[config.mk]
export PLATFORM = sky130hd
export DESIGN_NAME = program_loader
export DESIGN_NICKNAME = d
export VERILOG_FILES = /design/src/rtl/loader_pkg.sv /design/src/rtl/loader_timeout.sv /design/src/rtl/program_loader.sv
export SDC_FILE = /design/constraint.sdc
export NUM_CORES = 1
export LEC_CHECK = 0
export ABC_AREA = 0
export BUFFER_PORTS_ARGS = -buffer_cell sky130_fd_sc_hd__buf_2
export CAP_MARGIN = 20
export CORE_UTILIZATION = 25
export CTS_CLUSTER_DIAMETER = 30
export DETAILED_ROUTE_END_ITERATION = 10
export HOLD_SLACK_MARGIN = 0.05
export PLACE_DENSITY_LB_ADDON = 0.15
export REMOVE_ABC_BUFFERS = 1
export SLEW_MARGIN = 20
export SYNTH_ARGS = -nofsm -noshare
export SYNTH_HDL_FRONTEND = slang
export SYNTH_SLANG_ARGS = --single-unit
[constraint.sdc]
create_clock -name clk -period 4.5 [get_ports clk]
set_clock_uncertainty 0.1 [all_clocks]
set_input_delay 0 -clock clk [delete_from_list [all_inputs] [get_ports clk]]
set_output_delay 0 -clock clk [all_outputs]
set_load 0.02 [all_outputs]
[src/rtl/loader_pkg.sv]
// Shared types and constants for the program loader boot stage.
package loader_pkg;

  typedef enum logic [2:0] {
    IDLE    = 3'd0,
    LEN_LO  = 3'd1,
    LEN_HI  = 3'd2,
    PAYLOAD = 3'd3,
    CHK     = 3'd4,
    DONE    = 3'd5,
    ERROR   = 3'd6
  } loader_state_t;

  localparam logic [7:0] SYNC_BYTE = 8'hA5;

endpackage

[src/rtl/loader_timeout.sv]
// Idle-cycle watchdog: counts enabled cycles without a clear, flags when the limit is reached.
module loader_timeout #(
  parameter int unsigned TIMEOUT_CYCLES = 1024
) (
  input  logic clk,
  input  logic reset,
  input  logic i_clr,
  input  logic i_en,
  output logic o_expired
);

  localparam int unsigned CW = $clog2(TIMEOUT_CYCLES + 1);

  logic [CW-1:0] r_cnt;
  logic          w_expired;

  // Fires on the edge that would complete the TIMEOUT_CYCLES-th idle cycle.
  assign w_expired = i_en && !i_clr && (r_cnt == CW'(TIMEOUT_CYCLES - 1));
  assign o_expired = w_expired;

  always_ff @(posedge clk or posedge reset) begin
    if (reset) begin
      r_cnt <= '0;
    end else if (i_clr || !i_en) begin
      r_cnt <= '0;
    end else if (!w_expired) begin
      r_cnt <= r_cnt + 1'b1;
    end
  end

endmodule

[src/rtl/program_loader.sv]
// Boot loader: receives a framed byte stream, writes 32-bit words into instruction
// memory and releases the core from reset once the frame checksum matches.
module program_loader
  import loader_pkg::*;
#(
  parameter int unsigned ADDR_WIDTH     = 5,
  parameter int unsigned TIMEOUT_CYCLES = 1024
) (
  input  logic                  clk,
  input  logic                  reset,
  input  logic                  in_valid,
  input  logic [7:0]            in_data,
  output logic                  in_ready,
  output logic                  imem_we,
  output logic [ADDR_WIDTH-1:0] imem_addr,
  output logic [31:0]           imem_wdata,
  output logic                  core_reset,
  output logic                  load_done,
  output logic                  load_error,
  output logic [ADDR_WIDTH:0]   words_loaded,
  output loader_state_t         dbg_state
);

  localparam int unsigned DEPTH = 2 ** ADDR_WIDTH;

  // Link handshake: a byte transfers on any cycle with in_valid high, since
  // in_ready is constantly 1 and the loader never applies backpressure.
  loader_state_t         r_state;
  logic [7:0]            r_len_lo;
  logic [ADDR_WIDTH:0]   r_len;
  logic [1:0]            r_byte_idx;
  logic [ADDR_WIDTH:0]   r_word_idx;
  logic [23:0]           r_word;
  logic [7:0]            r_checksum;
  logic                  r_we;
  logic [ADDR_WIDTH-1:0] r_addr;
  logic [31:0]           r_wdata;
  logic                  r_core_reset;
  logic                  r_load_done;
  logic                  r_load_error;
  logic [ADDR_WIDTH:0]   r_words_loaded;

  logic [15:0]           w_len;
  logic [ADDR_WIDTH:0]   w_word_next;
  logic                  w_timer_en;
  logic                  w_expired;

  assign w_len       = {in_data, r_len_lo};
  assign w_word_next = r_word_idx + 1'b1;
  assign w_timer_en  = (r_state == LEN_LO) || (r_state == LEN_HI) ||
                       (r_state == PAYLOAD) || (r_state == CHK);

  loader_timeout #(.TIMEOUT_CYCLES(TIMEOUT_CYCLES)) u_timeout (
    .clk       (clk),
    .reset     (reset),
    .i_clr     (in_valid),
    .i_en      (w_timer_en),
    .o_expired (w_expired)
  );

  always_ff @(posedge clk or posedge reset) begin
    if (reset) begin
      r_state        <= IDLE;
      r_len_lo       <= '0;
      r_len          <= '0;
      r_byte_idx     <= '0;
      r_word_idx     <= '0;
      r_word         <= '0;
      r_checksum     <= '0;
      r_we           <= 1'b0;
      r_addr         <= '0;
      r_wdata        <= '0;
      r_core_reset   <= 1'b1;
      r_load_done    <= 1'b0;
      r_load_error   <= 1'b0;
      r_words_loaded <= '0;
    end else begin
      r_we <= 1'b0;
      if (w_expired) begin
        r_state      <= ERROR;
        r_load_error <= 1'b1;
        r_core_reset <= 1'b1;
      end else if (in_valid) begin
        case (r_state)
          IDLE: if (in_data == SYNC_BYTE) r_state <= LEN_LO;
          LEN_LO: begin
            r_len_lo <= in_data;
            r_state  <= LEN_HI;
          end
          LEN_HI: begin
            if (w_len == 16'd0 || w_len > 16'(DEPTH)) begin
              r_state      <= ERROR;
              r_load_error <= 1'b1;
            end else begin
              r_len      <= w_len[ADDR_WIDTH:0];
              r_byte_idx <= '0;
              r_word_idx <= '0;
              r_checksum <= '0;
              r_state    <= PAYLOAD;
            end
          end
          PAYLOAD: begin
            r_checksum <= r_checksum ^ in_data;
            r_byte_idx <= r_byte_idx + 1'b1;
            case (r_byte_idx)
              2'd0: r_word[7:0]   <= in_data;
              2'd1: r_word[15:8]  <= in_data;
              2'd2: r_word[23:16] <= in_data;
              default: begin
                // Strobe registers here so it overlaps capture of the next byte.
                r_we           <= 1'b1;
                r_addr         <= r_word_idx[ADDR_WIDTH-1:0];
                r_wdata        <= {in_data, r_word};
                r_words_loaded <= w_word_next;
                r_word_idx     <= w_word_next;
                if (w_word_next == r_len) r_state <= CHK;
              end
            endcase
          end
          CHK: begin
            if (in_data == r_checksum) begin
              r_state      <= DONE;
              r_core_reset <= 1'b0;
              r_load_done  <= 1'b1;
            end else begin
              r_state      <= ERROR;
              r_load_error <= 1'b1;
            end
          end
          DONE, ERROR: begin
            if (in_data == SYNC_BYTE) begin
              r_state        <= LEN_LO;
              r_core_reset   <= 1'b1;
              r_load_done    <= 1'b0;
              r_load_error   <= 1'b0;
              r_words_loaded <= '0;
            end
          end
          default: r_state <= IDLE;
        endcase
      end
    end
  end

  assign in_ready     = 1'b1;
  assign imem_we      = r_we;
  assign imem_addr    = r_addr;
  assign imem_wdata   = r_wdata;
  assign core_reset   = r_core_reset;
  assign load_done    = r_load_done;
  assign load_error   = r_load_error;
  assign words_loaded = r_words_loaded;
  assign dbg_state    = r_state;

endmodule
After elaboration in Yosys (flattened, before gate mapping) --
Index checks and enable logic that the tools add are counted.
Operators by class: equality and inequality tests 24, $lt $le $gt $ge 1, $add $sub $neg 3, bitwise operators 4, reductions and logical operators 34, mux-type cells 36
Operator list (count):
- AND reduction 4 bit | 8
- one-hot mux 6 bit (2 select lines) | 2
- two-way mux 11 bit | 2
- AND reduction 5 bit | 4
- two-way mux 3 bit | 6
- two-way mux 6 bit | 3
- > comparator 16 x 6 -> 1 bit (second input constant) | 1
- logical NOT 16 bit | 1
- one-hot mux 8 bit (2 select lines) | 1
- one-hot mux 3 bit (5 select lines) | 1
- two-way mux 1 bit | 14
- != test 3 x 1 -> 1 bit (second input constant) | 4
- adder 11 x 1 -> 11 bit (second input constant) | 1
- equality test 11 x 10 -> 1 bit (second input constant) | 1
- equality test 3 bit (second input constant) | 3
- != test 3 x 2 -> 1 bit (second input constant) | 3
- equality test 8 bit | 1
- equality test 8 bit (second input constant) | 1
- two-way mux 8 bit | 1
- != test 2 bit (second input constant) | 4
- nonzero test 2 bit | 4
- XOR 8 bit | 1
- adder 6 x 1 -> 6 bit (second input constant) | 1
- equality test 3 x 2 -> 1 bit (second input constant) | 2
- other kinds (21) | 32
Storage, ports and cells: input port bits 11, output and inout port bits 51, word-level logic and storage cells 119, flip-flop bits (word level) 115

Longest topological paths before layout --
Gate-level depths: netlist of the first run.
depth in word-level cells 8, depth in mapped cells 8, depth with buffers taken out 7

Modules after synthesis --
A second synthesis of the first run with hierarchy kept.
Second synthesis, totals: cells, all modules 521, area, all modules 5375.2 um2
By module, submodules not included:
- program_loader | area an instance 4762.1 um2, sequential area each 2603.7 um2, cells an instance 456, times used 1
- loader_timeout | area an instance 613.1 um2, sequential area each 275.3 um2, cells an instance 65, times used 1

Worst setup path before layout of the first run --
Ideal clock, no wire load.
path type register -> register, start register r_word_idx[1], end register r_state[0] (netlist: dbg_state[0]), required time 4.281 ns, data arrival time 1.908 ns, cell stages (with the launch flop) 8, slack 2.373 ns, buffers on the path 1, period minus slack after synthesis 2.127 ns, setup time 0.119 ns, path through dfrtp_1 -> ha_1 -> clkbuf_1 -> a21oi_1 -> or4_1 -> nor4_1 -> nor2_1 -> o21a_1
Between the ends: word-level cells in the longest chain between the ends 4
Ends and longest elaborated chain:
- start: declaration | RTL line program_loader.sv:32 | logic [ADDR_WIDTH:0] r_word_idx;
- start signal: assignment | RTL line program_loader.sv:115 | r_word_idx <= w_word_next;
- adder 6 x 1 -> 6 bit | RTL line program_loader.sv:49 | assign w_word_next = r_word_idx + 1'b1;
- equality test 6 bit | RTL line program_loader.sv:116 | if (w_word_next == r_len) r_state <= CHK;
- != test 3 x 1 -> 1 bit (no source line)
- AND reduction 4 bit (no source line)
- end signal: assignment | RTL line program_loader.sv:116
- end signal: assignment | RTL line program_loader.sv:122 | r_state <= DONE;
- end signal: assignment | RTL line program_loader.sv:126 | r_state <= ERROR;
- end: declaration | RTL line program_loader.sv:28 | loader_state_t r_state;
Every way passes these cells. A chain may end at the register's enable or synchronous reset.

Worst setup path in the final report of the first run --
start input in_data[1], end register r_word_idx[2]
Between the ends: word-level cells in the longest chain between the ends 4, elaborated cells on any way between the ends 5, classes of those cells order compare: 1; eq/ne: 1; reduce/logical: 3
Ends and longest elaborated chain:
- start: declaration | RTL line program_loader.sv:12 | input logic [7:0] in_data,
- > comparator 16 x 6 -> 1 bit / logical NOT 16 bit (equally long branches) | RTL line program_loader.sv:91 | if (w_len == 16'd0 || w_len > 16'(DEPTH)) begin
- logical OR 1 bit (*) | RTL line program_loader.sv:91
- != test 2 bit (no source line) (*)
- AND reduction 5 bit (no source line) (*)
Mark *: on every way between the ends. The rest lies on a longest branch, timed or not.

==> results.sh, run 1 <==
export IMPL_viasPerCell=4.550
export IMPL_grt_use_total_pct=13.07
export IMPL_r2r_setup_slack_ns=1.70
export IMPL_post_route_min_period_ns=2.854
export IMPL_drt_iter0_drc=229
export IMPL_first_global_vias=4104
export IMPL_ys_types=52
export IMPL_cts_made_buffers=17
export IMPL_synth_cells=535
export IMPL_gp_congestion=0.7807
export IMPL_grt_pass1_wl_um=21970
export IMPL_htree_levels=4
export IMPL_timing_rr_start="dbg_state[0]$_DFFE_PP0P_"
export IMPL_grt_setup_unrepaired="false"
export IMPL_die_width_um=147.6
export IMPL_yosysWarnings=0
export IMPL_startpoint_type="input port"
export IMPL_placementRows=52
export IMPL_worstMarginPinSlew_ns=1.079
export IMPL_async_flop_share_pct=100.0
export IMPL_grt_max_degree=77
export IMPL_yosysSeqAreaShare_pct=54.35
export IMPL_crit_fanout=12
export IMPL_nFillCells=2103
export IMPL_cpMostUsedCell="or4_4"
export IMPL_wl_um=13090
export IMPL_port_buffers=60
export IMPL_cp_num_buf_inv=2
export IMPL_vdd_ir_drop_max_mv=0.2653
export IMPL_max_freq_mhz=350.4
export IMPL_cts_tree="built"
export IMPL_syn_area_sq_um=5298
export IMPL_layout_commonest_cell="nand2_1"
export IMPL_crit_start="in_data[1]"
export IMPL_synth_top_area_cell="dfrtp_1"
export IMPL_cts_sinks=115
export IMPL_area_delta_synth_final_pct=23.90
export IMPL_die_h_um=147.6
export IMPL_cts_clk_slew_worst_paths_ns=0.06
export IMPL_drc=0
export IMPL_syn_mean_instance_area_sq_um=9.902
export IMPL_antenna_found_initial=0
export IMPL_max_cap_violations=0
export IMPL_powerDensity_nw_per_um2=577.0
export IMPL_hold_class="input port to async pin"
export IMPL_ios=62
export IMPL_hold_violations=0
export IMPL_cp_arrival_ns=3.10
export IMPL_required_ns=4.75
export IMPL_clk_path_buf_depth=2
export IMPL_cts_root_buf="clkbuf_16"
export IMPL_placedCellCount=835
export IMPL_post_cts_buffers=0
export IMPL_leakage_nw=3.202
export IMPL_final_setup_tns_ns=0
export IMPL_drive_gt1_share_pct=23.39
export IMPL_synth_area_leaders="dfrtp_1, nand2_1, mux2_2"
export IMPL_cts_resized=0
export IMPL_nNetsFinal=612
export IMPL_synth_top_area_share_pct=53.85
export IMPL_hold_ws_ns=0.04465
export IMPL_first_pass_iters=4
export IMPL_final_cell_mix="nand2_1, dfrtp_1, buf_2, mux2_2"
export IMPL_vias=3990
export IMPL_clkLatencyLatePin_ns=0.42
export IMPL_drv_slew=0
export IMPL_cp_end_kind="flip-flop"
export IMPL_drtAntennaViolNets=0
export IMPL_core_area_sq_um=20490
export IMPL_routedWlPerCell_um=14.93
export IMPL_finalSetupViolations=0
export IMPL_period_share_pct=63.42
export IMPL_cp_top_family="simple AND/OR/NAND/NOR gates"
export IMPL_synth_flop_cell="dfrtp_1"
export IMPL_synth_edf_count=0
export IMPL_cpMaxStageDelayCell="or4_4"
export IMPL_dp_hpwl_um=8372
export IMPL_ys_seq_elements=115
export IMPL_num_antenna_cells=0
export IMPL_final_cells=877
export IMPL_initial_core_util_pct=25.85
export IMPL_worst_slew_margin_rel_pct=27.77
export IMPL_path_cells="dlygate4sd3_1 -> buf_2 -> or4_4 -> or4_4 -> nor3_4 -> o211ai_1 -> or4_1 -> nand2_1"
export IMPL_path_class="input port to flip-flop"
export IMPL_overflow=0
export IMPL_status="complete, no violations"
export IMPL_design_die_area_sq_um=21780
export IMPL_cp_slowest_stage_delay_ns=0.58
==> layer usage <==
layer  GRT usage, %  vias to the layer above  wire [um]
li1               -                     1943          -
met1          16.83                     1933       6210
met2          20.45                       91       6119
met3          3.673                       23        501
met4          5.670                        0        262
met5              0                        -          0
==> worst paths after layout <==
check | cells after the start | to
hold reg to reg | 2 | imem_wdata[9]$_DFFE_PP0P_
setup / recovery | 8 | r_word_idx[2]$_DFFE_PP0P_
hold / removal | 3 | imem_addr[2]$_DFFE_PP0P_
min in group clk | 4 | imem_wdata[30]$_DFFE_PP0P_
setup reg to reg | 8 | imem_wdata[14]$_DFFE_PP0P_
max in group asynchronous | 5 | imem_wdata[20]$_DFFE_PP0P_
==> report_power, final <==
| part | internal [W] | switching [W] |
|---|---|---|
| Sequential | 0.00130 | 0.000233 |
| Clock | 0.000911 | 0.000475 |
| Combinational | 0.000386 | 0.000485 |
==> metrics by stage <==
| stage | power [W] | utilization (%) | cell area [sq um] | setup WS, ns |
|---|---|---|---|---|
| 6_report | 0.003787 | 32.03 | 6564 | 1.646 |
| 2_1_floorplan | 0.002126 | - | 5164 | 0.6498 |
| 3_5_place_dp | 0.002415 | 28.47 | 5834 | 1.699 |
| 5_1_grt | 0.004037 | 32.03 | 6564 | 1.389 |
| 3_3_place_gp | 0.002391 | 28.47 | 5834 | 1.772 |
| 4_1_cts | 0.003838 | 31.90 | 6539 | 1.674 |
==> cell families after synthesis <==
family | synth area share, %
compound gates | 8.951
xor+xnor | 3.637
fa+ha+maj | 1.417
buf+inv | 3.094
flops | 54.35
mux | 8.880
other cells | 0.07079
simple gates | 19.60
==> synth_stat cells (3+ instances only) <==
| cell type | n |
|---|---|
| a21oi_1 | 11 |
| or3_1 | 3 |
| o211ai_1 | 3 |
| clkbuf_1 | 27 |
| xor2_1 | 9 |
| xnor2_1 | 13 |
| ha_1 | 6 |
| dfrtp_1 | 114 |
| nor2b_1 | 4 |
| nor3_1 | 7 |
| inv_1 | 8 |
| a31oi_1 | 8 |
| or4_1 | 4 |
| buf_1 | 4 |
| nand2_1 | 142 |
| o21ai_1 | 8 |
| nand3_1 | 11 |
| o21ai_0 | 26 |
| nand4_1 | 9 |
| nor2_1 | 26 |
| nand2b_1 | 7 |
| and3_1 | 3 |
| a22o_1 | 6 |
| mux2_2 | 40 |
==> area by class of cell <==
cell class                 count  area, sq um  share of cell area (%)
tap                          270        337.8                   5.147
inverter                       8        32.53                  0.4956
clock inverter                 8        126.4                   1.925
clock buffer                  23        478.0                   7.282
timing repair buffer          75        450.4                   6.862
sequential                   115         2879                   43.86
multi-input combinational    378         2260                   34.43
==> worst register-to-register path: cells and delay by family, from the launching register on <==
family | cells | cell delay (ns)
buffers and inverters | 3 | 1.25
DFF | 1 | 0.74
and+or+nand+nor | 5 | 0.66
==> sequential cells by signal (all words and copies together) (netlist names), 5 cells and up <==
| signal | count |
|---|---|
| r_len_lo | 8 |
| words_loaded | 6 |
| imem_wdata | 32 |
| r_word | 24 |
| r_checksum | 8 |
| imem_addr | 5 |
| r_len | 6 |
| r_word_idx | 6 |
| u_timeout.r_cnt | 11 |
==> what timing repair did <==
action | CTS | global route
endpoints found under the setup margin | 0 | 0
hold endpoints to repair | 125 | 0
hold buffers | 10 | 0
Power figures use the tool's default switching activity.
==> run 2: changes to the inputs <==
==> constraint.sdc (replaced) <==
create_clock -name clk -period 2.6 [get_ports clk]
set_clock_uncertainty 0.1 [all_clocks]
set_input_delay 0 -clock clk [delete_from_list [all_inputs] [get_ports clk]]
set_output_delay 0 -clock clk [all_outputs]
set_load 0.02 [all_outputs]
==> run 2 against run 1 <==
Against the previous run: setup slack got worse by 1.4 ns; combinational power rose by 88%; flip-flop and latch count did not move; sequential share of layout area fell by 0.92 points; critical endpoint is now r_checksum[6]$_DFFE_PP0P_; clock power rose by 68%; sequential power rose by 70%; first-iteration DRC count rose by 4.8%; via count rose by 1.4%; count of clock-buffer cells in the layout fell by 4; register-to-register slack got worse by 1.4 ns; global-route usage fell by 0.20 points.
==> results.sh, run 2 (synthesis results as in run 1) <==
export IMPL_clkLatencyLatePin_ns=0.41
export IMPL_grt_max_degree=48
export IMPL_die_width_um=147.6
export IMPL_vias=4044
export IMPL_htree_levels=4
export IMPL_cts_made_buffers=17
export IMPL_first_pass_iters=4
export IMPL_post_cts_buffers=0
export IMPL_status="complete, no violations"
export IMPL_powerDensity_nw_per_um2=981.1
export IMPL_port_buffers=60
export IMPL_period_share_pct=91.61
export IMPL_drc=0
export IMPL_cp_num_buf_inv=3
export IMPL_crit_cells=9
export IMPL_worstMarginPinSlew_ns=0.5969
export IMPL_drtAntennaViolNets=0
export IMPL_first_global_vias=4145
export IMPL_design_die_area_sq_um=21780
export IMPL_overflow=0
export IMPL_max_freq_mhz=419.8
export IMPL_vdd_ir_drop_max_mv=0.5316
export IMPL_final_cell_mix="nand2_1, dfrtp_1, buf_2, mux2_2"
export IMPL_nNetsFinal=633
export IMPL_cpMaxStageDelayCell="or4_4"
export IMPL_required_ns=2.78
export IMPL_worst_slew_margin_rel_pct=60.21
export IMPL_initial_core_util_pct=25.85
export IMPL_ios=62
export IMPL_hold_violations=0
export IMPL_num_antenna_cells=0
export IMPL_cp_top_family="simple AND/OR/NAND/NOR gates"
export IMPL_cts_clk_slew_worst_paths_ns=0.06
export IMPL_dp_hpwl_um=9068
export IMPL_area_delta_synth_final_pct=26.57
export IMPL_cts_root_buf="clkbuf_16"
export IMPL_finalPower_w=0.006578
export IMPL_drv_slew=0
export IMPL_path_class="input port to flip-flop"
export IMPL_grt_use_total_pct=12.87
export IMPL_wl_um=13030
export IMPL_post_route_min_period_ns=2.382
export IMPL_max_cap_violations=0
export IMPL_cp_slowest_stage_delay_ns=0.55
export IMPL_r2r_cells=7
export IMPL_gp_congestion=0.7977
export IMPL_cts_tree="built"
export IMPL_finalSetupViolations=0
export IMPL_antenna_found_initial=0
export IMPL_cp_end_kind="flip-flop"
export IMPL_crit_fanout=10
export IMPL_die_h_um=147.6
export IMPL_path_cells="dlygate4sd3_1 -> buf_2 -> or4_4 -> or4_4 -> nor3_4 -> o211ai_1 -> buf_4 -> o21ai_0 -> o21ai_0"
export IMPL_largest_reg_flops=32
export IMPL_viasPerCell=4.503
export IMPL_layout_commonest_cell="nand2_1"
export IMPL_grt_pass1_wl_um=21820
export IMPL_utilization_pct=32.72
export IMPL_core_area_sq_um=20490
export IMPL_leakage_nw=3.299
export IMPL_routedWlPerCell_um=14.51
export IMPL_grt_setup_unrepaired="false"
export IMPL_startpoint_type="input port"
export IMPL_drive_gt1_share_pct=25.80
export IMPL_clk_path_buf_depth=2
export IMPL_placementRows=52
export IMPL_hold_class="input port to async pin"
export IMPL_cp_arrival_ns=2.57
export IMPL_drt_iter0_drc=240
export IMPL_cts_sinks=115
==> run 2: changes by cell type in the layout (fill, tap and decap cells not counted), sizes merged <==
cell,before,now
dlygate4sd3,10,11
clkinv,2,4
buf,65,85
inv,8,10
clkbuf,23,19
==> run 2: cell type report <==
class                           count  area, sq um
Multi-Input combinational cell    378         2255
Clock inverter                     12        157.7
Tap cell                          270        337.8
Sequential cell                   115         2879
Clock buffer                       19        432.9
Fill cell                        2157        13790
Inverter                            8        32.53
Timing Repair Buffer               96        610.6
==> run 2: report_power, final <==
group	switching [W]	internal [W]
clock	0.000839	0.00150
combinational	0.000901	0.000739
sequential	0.000349	0.00225
==> run 2: worst register-to-register path: cells and delay by family, from the launching register on <==
family | cells | cell delay [ns]
buffers and inverters | 1 | 0.21
AO/OA/AOI/OAI | 4 | 0.62
flip-flops | 1 | 0.38
AND/OR/NAND/NOR | 2 | 0.81
==> run 2: stage by stage <==
stage / instances / TNS, ns / hold WS [ns] / setup slack, ns / instance area, sq um
6_report: 898 / 0 / 0.1095 / 0.2181 / 6705
5_1_grt: 898 / 0 / 0.1642 / 0.08503 / 6705
4_1_cts: 898 / 0 / 0.1306 / 0.2260 / 6705
3_5_place_dp: 856 / 0 / 0.02120 / 0.3329 / 6005
3_3_place_gp: 856 / 0 / 0.009907 / 0.3274 / 6005
2_1_floorplan: 501 / -113.01 / 0.005435 / -1.250 / 5164
==> run 2: path summary, 6_finish.rpt <==
check / slack, ns / start / endpoint
setup / recovery: 0.22 / in_data[1] / r_checksum[6]$_DFFE_PP0P_
hold reg to reg: 0.37 / r_word[12]$_DFFE_PP0P_ / imem_wdata[12]$_DFFE_PP0P_
max in group asynchronous: 1.55 / reset / u_timeout.r_cnt[5]$_DFFE_PP0P_
setup reg to reg: 0.35 / r_len_lo[4]$_DFFE_PP0P_ / r_checksum[6]$_DFFE_PP0P_
hold / removal: 0.11 / reset / imem_wdata[26]$_DFFE_PP0P_
min in group clk: 0.37 / r_word[12]$_DFFE_PP0P_ / imem_wdata[12]$_DFFE_PP0P_
==> run 2: what timing repair did <==
action / 4_1_cts / 5_1_grt
endpoints found under the hold margin: 99 / 0
gates resized for setup: 0 / 0
hold buffers: 11 / 0
==> run 2: layer usage <==
metal | GRT usage [%] | vias up | wire length, um
met3 | 2.809 | 16 | 367
met2 | 21.01 | 80 | 6211
met4 | 4.485 | 0 | 162
li1 | - | 1980 | -
met1 | 16.77 | 1968 | 6291
met5 | 0 | - | 0
==> run 3: changes to the inputs <==
--- a/config.mk
+++ b/config.mk
@@ -13,7 +13,6 @@
 export DETAILED_ROUTE_END_ITERATION = 10
 export HOLD_SLACK_MARGIN = 0.05
 export PLACE_DENSITY_LB_ADDON = 0.15
-export REMOVE_ABC_BUFFERS = 1
 export SLEW_MARGIN = 20
 export SYNTH_ARGS = -nofsm -noshare
 export SYNTH_HDL_FRONTEND = slang
==> run 3 against run 2 <==
Against the previous run: die area stayed put; worst hold slack better by 0.086 ns; routed wire length is 3.6% higher; utilization hardly changed; highest routed layer unchanged.
==> results.sh, run 3 (synthesis results as in run 1) <==
export IMPL_status="complete, no violations"
export IMPL_cp_end_kind="flip-flop"
export IMPL_cts_clk_slew_worst_paths_ns=0.05
export IMPL_placementRows=52
export IMPL_drt_met1_wl_um=6407
export IMPL_wl_um=13500
export IMPL_die_width_um=147.6
export IMPL_layout_commonest_cell="nand2_1"
export IMPL_final_cells=899
export IMPL_port_buffers=60
export IMPL_final_cell_mix="nand2_1, dfrtp_1, buf_2, mux2_2"
export IMPL_vdd_ir_drop_max_mv=0.4707
export IMPL_r2r_cells=7
export IMPL_antenna_found_initial=0
export IMPL_worst_slew_margin_rel_pct=56.09
export IMPL_clk_path_buf_depth=2
export IMPL_grt_max_degree=116
export IMPL_final_setup_tns_ns=0
export IMPL_utilization_pct=32.75
export IMPL_largest_reg_flops=32
export IMPL_cts_tree="built"
export IMPL_cts_made_buffers=17
export IMPL_dp_hpwl_um=9120
export IMPL_overflow=0
export IMPL_vias=4075
export IMPL_powerDensity_nw_per_um2=975.9
export IMPL_cp_arrival_ns=2.64
export IMPL_first_global_vias=4310
export IMPL_die_h_um=147.6
export IMPL_crit_fanout=10
export IMPL_placedCellCount=858
export IMPL_num_antenna_cells=0
export IMPL_timing_rr_start="r_len_lo[4]$_DFFE_PP0P_"
export IMPL_drtAntennaViolNets=0
export IMPL_r2r_setup_slack_ns=0.27
export IMPL_grt_setup_unrepaired="false"
export IMPL_routed_top_layer="met4"
export IMPL_clkLatencyLatePin_ns=0.41
export IMPL_hold_violations=0
export IMPL_ios=62
export IMPL_area_delta_synth_final_pct=26.71
export IMPL_drive_gt1_share_pct=26.07
export IMPL_drc=0
export IMPL_max_cap_violations=0
export IMPL_drt_iter0_drc=298
export IMPL_nNetsFinal=634
export IMPL_first_pass_iters=5
export IMPL_post_route_min_period_ns=2.466
export IMPL_htree_levels=4
export IMPL_grt_pass1_wl_um=22670
export IMPL_grt_use_total_pct=13.57
export IMPL_core_area_sq_um=20490
export IMPL_path_class="input port to flip-flop"
export IMPL_nFillCells=2117
export IMPL_finalSetupViolations=0
export IMPL_startpoint_type="input port"
export IMPL_cts_sinks=115
export IMPL_worstMarginPinSlew_ns=0.6586
export IMPL_rr_endpoint="r_checksum[6]$_DFFE_PP0P_"
export IMPL_gp_congestion=0.8056
export IMPL_routedWlPerCell_um=15.02
export IMPL_hold_class="input port to async pin"
export IMPL_dr_wl_met3_um=487
export IMPL_drv_slew=0
export IMPL_viasPerCell=4.533
export IMPL_synth_nets=552
export IMPL_design_die_area_sq_um=21780
export IMPL_period_share_pct=94.83
export IMPL_leakage_nw=3.294
export IMPL_max_freq_mhz=405.6
export IMPL_wl_met2_um=6386
export IMPL_cts_root_buf="clkbuf_16"
export IMPL_required_ns=2.78
export IMPL_initial_core_util_pct=25.85
-- run 3: critical path: stages --
cell and delay (ns):
dlygate4sd3_1 0.52, buf_2 0.14, or4_4 0.56, or4_4 0.53
nor3_4 0.21, o211ai_1 0.15, buf_4 0.22, o21ai_0 0.19
o21ai_0 0.11
-- run 3: power breakdown --
part           internal (W)  switching [W]  leakage, nW  total, W
Combinational      0.000751       0.000923         1.48   0.00167
Sequential          0.00225       0.000343         1.54   0.00259
Clock               0.00147       0.000814        0.274   0.00229
Total               0.00447        0.00208         3.29   0.00655
-- run 3: timing repair --
| item | 4_1_cts | 5_1_grt |
|---|---|---|
| endpoints found under the hold margin | 166 | 0 |
| hold buffers | 10 | 0 |
| buffers inserted | 0 | 0 |
| gates resized for setup | 0 | 0 |
-- run 3: area by class of cell --
class,instances,area [sq um],share of cell area [%]
repair buffers,97,628.1,9.357
multi-input cells,378,2255,33.59
clock buffers,22,474.2,7.064
flip-flops and latches,115,2879,42.89
inverters,8,33.78,0.5033
well taps,270,337.8,5.033
clock inverters,9,105.1,1.566
-- run 3: stage by stage --
step	power [W]	instance area, sq um	setup WS [ns]	hold WS, ns
after floorplan	0.003733	5301	0.4729	0.09891
after CTS	0.006648	6713	0.1538	0.2567
after detailed placement	0.004295	6033	0.2758	0.1511
after global placement	0.004262	6033	0.3483	0.1373
after global routing	0.006957	6713	0.03273	0.3147
final	0.006551	6713	0.1344	0.1960
-- run 3: how the worst max path moves through the flow --
| stage | cells past startpoint | to | start | slack [ns] |
|---|---|---|---|---|
| 2_1_floorplan | 7 | dbg_state[0]$_DFFE_PP0P_ | r_word_idx[1]$_DFFE_PP0P_ | 0.47 |
| 3_3_place_gp | 6 | words_loaded[5]$_DFFE_PP0P_ | dbg_state[0]$_DFFE_PP0P_ | 0.35 |
| 3_5_place_dp | 8 | r_checksum[6]$_DFFE_PP0P_ | in_data[1] | 0.28 |
| 4_1_cts | 9 | r_checksum[6]$_DFFE_PP0P_ | in_data[1] | 0.15 |
| 5_1_grt | 9 | r_checksum[6]$_DFFE_PP0P_ | in_data[1] | 0.03 |
| 6_report | 9 | r_checksum[6]$_DFFE_PP0P_ | in_data[1] | 0.13 |
-- run 3: routing by layer --
| metal | up-vias | global-route usage (%) |
|---|---|---|
| met5 | - | 0 |
| met4 | 0 | 5.567 |
| met3 | 13 | 3.457 |
| met2 | 82 | 21.89 |
| met1 | 2001 | 17.28 |
| li1 | 1979 | - |
